[src/rtl/delay_arbiter.sv]
// delay_arbiter: one prescaled down-counter shared round-robin between NREQ
// requesters. A requester holds req high, gets a one-hot grant, and is told
// through a one-cycle done pulse that its requested number of ticks has passed.
module delay_arbiter #(
  parameter int NREQ     = 4,
  parameter int DBITS    = 16,
  parameter int PRESCALE = 1
) (
  input  logic                     clk,
  input  logic                     rst,
  input  logic [NREQ-1:0]          req,
  input  logic [NREQ*DBITS-1:0]    delay,
  input  logic                     abort,
  output logic [NREQ-1:0]          gnt,
  output logic [NREQ-1:0]          done,
  output logic                     busy,
  output logic [$clog2(NREQ)-1:0]  cur_id
);

  localparam int ID_W = $clog2(NREQ);
  localparam int PW   = (PRESCALE > 1) ? $clog2(PRESCALE) : 1;

  // Refuse to build with an unusable configuration.
  generate
    if (PRESCALE < 1 || NREQ < 2 || NREQ > 16 || DBITS < 1) begin : g_bad_params
      $fatal(1, "delay_arbiter: invalid parameters");
    end
  endgenerate

  typedef enum logic [1:0] {
    IDLE  = 2'd0,
    LOAD  = 2'd1,
    COUNT = 2'd2,
    DONE  = 2'd3
  } state_t;

  state_t            state_reg, state_next;
  logic [ID_W-1:0]   cur_id_reg, cur_id_next;
  logic [ID_W-1:0]   ptr_reg, ptr_next;
  logic [DBITS-1:0]  rem_reg, rem_next;
  logic [PW-1:0]     presc_reg, presc_next;

  logic [ID_W-1:0]   pick_id;
  logic              pick_valid;
  logic [DBITS-1:0]  sel_delay;
  logic [ID_W-1:0]   ptr_after;
  logic              cancel;
  logic              tick;

  // Index base+offset, wrapped into 0..NREQ-1 (offset is always < NREQ).
  function automatic logic [ID_W-1:0] rr_index(input logic [ID_W-1:0] base, input int offset);
    int sum;
    sum = int'(base) + offset;
    if (sum >= NREQ) sum = sum - NREQ;
    return ID_W'(sum);
  endfunction

  // Round-robin search: walking offsets downward lets the smallest offset win.
  always_comb begin
    pick_id    = ptr_reg;
    pick_valid = 1'b0;
    for (int k = NREQ - 1; k >= 0; k--) begin
      if (req[rr_index(ptr_reg, k)]) begin
        pick_id    = rr_index(ptr_reg, k);
        pick_valid = 1'b1;
      end
    end
  end

  assign sel_delay = delay[int'(cur_id_reg)*DBITS +: DBITS];
  assign ptr_after = (cur_id_reg == ID_W'(NREQ - 1)) ? '0 : cur_id_reg + ID_W'(1);
  assign cancel    = abort || !req[cur_id_reg];
  assign tick      = (presc_reg == PW'(PRESCALE - 1));

  // Next-state and datapath updates; cancel outranks completion in LOAD/COUNT.
  always_comb begin
    state_next  = state_reg;
    cur_id_next = cur_id_reg;
    ptr_next    = ptr_reg;
    rem_next    = rem_reg;
    presc_next  = presc_reg;
    case (state_reg)
      IDLE: begin
        if (pick_valid) begin
          cur_id_next = pick_id;
          state_next  = LOAD;
        end
      end
      LOAD: begin
        if (cancel) begin
          ptr_next   = ptr_after;
          state_next = IDLE;
        end else begin
          rem_next   = sel_delay;
          presc_next = '0;
          state_next = (sel_delay == '0) ? DONE : COUNT;
        end
      end
      COUNT: begin
        if (cancel) begin
          ptr_next   = ptr_after;
          state_next = IDLE;
        end else if (tick) begin
          presc_next = '0;
          if (rem_reg != '0) rem_next = rem_reg - DBITS'(1);
          if (rem_reg <= DBITS'(1)) state_next = DONE;
        end else begin
          presc_next = presc_reg + PW'(1);
        end
      end
      DONE: begin
        ptr_next   = ptr_after;
        state_next = IDLE;
      end
      default: state_next = IDLE;
    endcase
  end

  // State and datapath registers, cleared asynchronously.
  always_ff @(posedge clk or negedge rst) begin
    if (!rst) begin
      state_reg  <= IDLE;
      cur_id_reg <= '0;
      ptr_reg    <= '0;
      rem_reg    <= '0;
      presc_reg  <= '0;
    end else begin
      state_reg  <= state_next;
      cur_id_reg <= cur_id_next;
      ptr_reg    <= ptr_next;
      rem_reg    <= rem_next;
      presc_reg  <= presc_next;
    end
  end

  // Outputs decode from registers only, so reset clears them at once.
  generate
    for (genvar gi = 0; gi < NREQ; gi++) begin : g_out
      assign gnt[gi]  = (state_reg != IDLE) && (cur_id_reg == ID_W'(gi));
      assign done[gi] = (state_reg == DONE) && (cur_id_reg == ID_W'(gi));
    end
  endgenerate

  assign busy   = (state_reg != IDLE);
  assign cur_id = cur_id_reg;

endmodule

[config.mk]
export PLATFORM = sky130hd
export DESIGN_NAME = delay_arbiter
export DESIGN_NICKNAME = d
export VERILOG_FILES = /design/src/rtl/delay_arbiter.sv
export SDC_FILE = /design/constraint.sdc
export NUM_CORES = 1
export LEC_CHECK = 0
export ABC_AREA = 1
export CAP_MARGIN = 20
export CORE_ASPECT_RATIO = 1.2
export CORE_MARGIN = 3
export CORE_UTILIZATION = 45
export DETAILED_ROUTE_END_ITERATION = 8
export PLACE_DENSITY = 0.84
export SLEW_MARGIN = 20
export SYNTH_ARGS = -nofsm -noshare
export SYNTH_HDL_FRONTEND = slang
export SYNTH_SLANG_ARGS = --single-unit
[constraint.sdc]
create_clock -name clk -period 2.52 [get_ports clk]
set_input_delay 0.504 -clock clk [delete_from_list [all_inputs] [get_ports clk]]
set_output_delay 0.504 -clock clk [all_outputs]
set_load 0.1 [all_outputs]
==> flow_summary_export.csv <==
group,metric,value,unit
clock_network,htree_levels,1,
clock_network,path_clk_slew,80,ps
worst_hold_path,hold_path.class,"reg2reg",
clock_network,post_cts_buffers,0,
critical_path,crit_type,"reg2out",
sta,fin_worst_skew,0.908,ps
clock_network,cts_max_path_buffers,2,
power,pwr-share-comb,73.6,%
global_route,grt_pass1_vias,2749,
power,clkPwrFrac,5.8,%
power,power_density,1170,nW/µm²
route,drt_iter0_markers,142,
critical_path,max_stage_delay,540,ps
route,vias_per_cell,5.19,
power,p_sw,2350,µW
route,drc,0,
floorplanning,fp.dieH,87.0,µm
finish,fill_cells,472,
power,p_sw_share,58.4,%
critical_path,arrival,1710,ps
yosys,synth.top_cells.by_area,"nand2_1, dfrtp_1, nand3_1, ha_1, inv_1",
yosys,syn_inst,421,
run,max_cap_viol_count,0,
floorplanning,fp-row-count,28,
critical_path,critPathLaunchType,"register",
sta,drv_slew,0,
placed_design,place_congestion,0.898,
clock_network,cts_resized,0,
power,p_int,1670,µW
yosys,seq_area_frac_synth,22.4,%
finish,post-route-util,67.1,%
critical_path,required,2020,ps
clock_network,cts_buffers,3,
finish,multi_input_area,1680,µm²
finish,largest_reg_flops,16,
critical_path,cp_top_family,"buffers and inverters",
floorplanning,die-area,6390,µm²
power,seq_power_share,20.6,%
finish,drive_above_1_share,8.55,%
run_status,status,"completed",
floorplanning,core-area,5110,µm²
floorplanning,die-width,73.5,µm
sta,maxSlewHeadroom,69.2,%
critical_path,cp_slowest_cell,"dfrtp_2",
placed_design,io_buffers,81,
sta,worst_pin_slew,462,ps
sta,final_hold_viol_count,0,
yosys,synth_cell_types,34,
placed_design,dp_hpwl,5520,µm
yosys,syn_area,2460,µm²
sta,fin_crit_sh,87.8,%
yosys,syn_avg_cell_area,5.84,µm²
route,wl_per_cell,12.8,µm
floorplanning,start_util,48.0,%
clock_network,clock-sinks,22,
power,p_leak,0.00166,µW
sta,rsz0062_at_grt,"no",
sta,period_needed,2210,ps
critical_path,cp_max_fo,37,
yosys,synth_top_area_cell,"nand2_1",
yosys,synthFlopType,"dfrtp_1",
critical_path,worst_setup_path_end_kind,"primary output",
yosys,synth_nets,504,
finish,ff_latch_area,553,µm²
yosys,async_flop_share,100,%
finish,nNetsFinal,575,
global_route,grt_pass1_wl,11800,µm
yosys,synthDominantCellAreaShare,28.1,%
clock_network,tritoncts,"done",
finish,insertedDiodeCount,0,
finish,area_delta_synth_final,39.7,%
global_route,gr-usage-all-layers,22.9,%
sta,fin_tns_setup,0,ps
critical_path,cp_num_buf_inv,3,
sta,fmax,0.452,GHz
power,ir_drop,536,µV
clock_network,cts-root-buf,"clkbuf_8",
sta,finalSetupViolations,0,
critical_path,path_cells,"inv_4 -> ha_1 -> inv_1 -> nor2_4 -> buf_12",
route,vias,2858,
yosys,synth-edff-count,0,
clock_network,hold_buffers,0,
global_route,grt_antenna_before_repair,0,
global_route,grt_max_degree,38,
route,routed_wl,7030,µm
yosys,ys_seq_elements,22,
yosys,yosys_warnings,0,
route,drt_pass1_iterations,4,
global_route,grt_remaining_overflow,0,
floorplanning,ioPinCount,82,
clock_network,clkLatencyLatePin,270,ps
route,ant_nets,0,
## layout make-up
cell class | instances | area share (%)
Tap cell | 60 | 2.19
Timing Repair Buffer | 84 | 27.1
Inverter | 36 | 4.34
Multi-Input combinational cell | 345 | 48.9
Clock buffer | 4 | 1.31
Sequential cell | 22 | 16.1
## cell families after synthesis
family | count (synthesis) | synth area share (%)
xor gates and xnor gates | 8 | 2.85
AOI/OAI and AO/OA | 42 | 9.32
adders and majority gates | 12 | 6.11
and+or+nand+nor | 283 | 48.8
buffers and inverters | 54 | 10.5
DFF | 22 | 22.4
## layout by cell type, fill, tap and decap left out, drive strengths merged
| master | count |
|---|---|
| inv | 35 |
| nand4 | 1 |
| nand3b | 2 |
| clkbuf | 4 |
| o22ai | 1 |
| nand3 | 52 |
| nor3 | 2 |
| nor4 | 1 |
| o21bai | 1 |
| o31ai | 2 |
| a21oi | 7 |
| clkinvlp | 1 |
| ha | 12 |
| xnor2 | 2 |
| clkdlybuf4s50 | 70 |
| dfrtp | 22 |
| nor2 | 38 |
| xor2 | 6 |
| nand2 | 187 |
| o21ai | 30 |
| buf | 14 |
| a22oi | 1 |
## cells in the mapped netlist (2+ instances only)
cell type  count
a21oi_1        7
buf_2          5
buf_4          3
buf_6          2
clkbuf_1       6
dfrtp_1       22
ha_1          12
inv_1         32
inv_4          2
nand2_1      184
nand2_2        2
nand3_1       49
nand3_2        3
nand3b_1       2
nor2_1        32
nor2_2         3
nor2_4         3
nor3_1         2
o21ai_0       21
o21ai_1        7
o21ai_2        2
o31ai_1        2
xnor2_1        2
xor2_1         6
## power groups by stage
stage	clock network, µW	logic, µW	registers, µW
floorplan	0	2240	798
global placement	0	2880	824
detailed placement	0	2950	827
CTS	233	2970	822
global route	249	3310	861
finish	232	2960	828
## metal layers
metal	up-vias	track usage [%]	wire [µm]	part of all wire (%)
met5	-	0	0	0
li1	1469	-	-	-
met3	23	3.46	393	5.6
met2	97	43.5	3710	53
met1	1269	24.5	2700	38
met4	0	9.23	232	3.3
## stage by stage
stage / cell area [µm²] / worst slack, ps / power (µW) / cells / hold slack [ps]
6_report: 3430 / 307 / 4020 / 551 / 543
3_5_place_dp: 3390 / 310 / 3780 / 547 / 516
4_1_cts: 3430 / 294 / 4030 / 551 / 536
3_3_place_gp: 3390 / 387 / 3700 / 547 / 508
5_1_grt: 3430 / 174 / 4420 / 551 / 570
2_1_floorplan: 2490 / 122 / 3040 / 421 / 208
## worst paths after layout
kind / startpoint / endpoint / slack (ps) / cells past startpoint
min in group asynchronous: rst / rem_reg[13] / 580 / 2
worst max register to register: cur_id[0] / rem_reg[4] / 440 / 12
worst min register to register: rem_reg[13] / rem_reg[13] / 540 / 2
max in group asynchronous: rst / cur_id[0] / 1700 / 2
worst max-delay path: cur_id[0] / gnt[2] / 310 / 5
worst min-delay path: rem_reg[13] / rem_reg[13] / 540 / 2
## tightest hold or removal path, cell delays in order, from the launching register on
cell	delay, ps
dfrtp_1	400
nand2_1	70
nand2_1	50
Power figures use the tool's default switching activity.
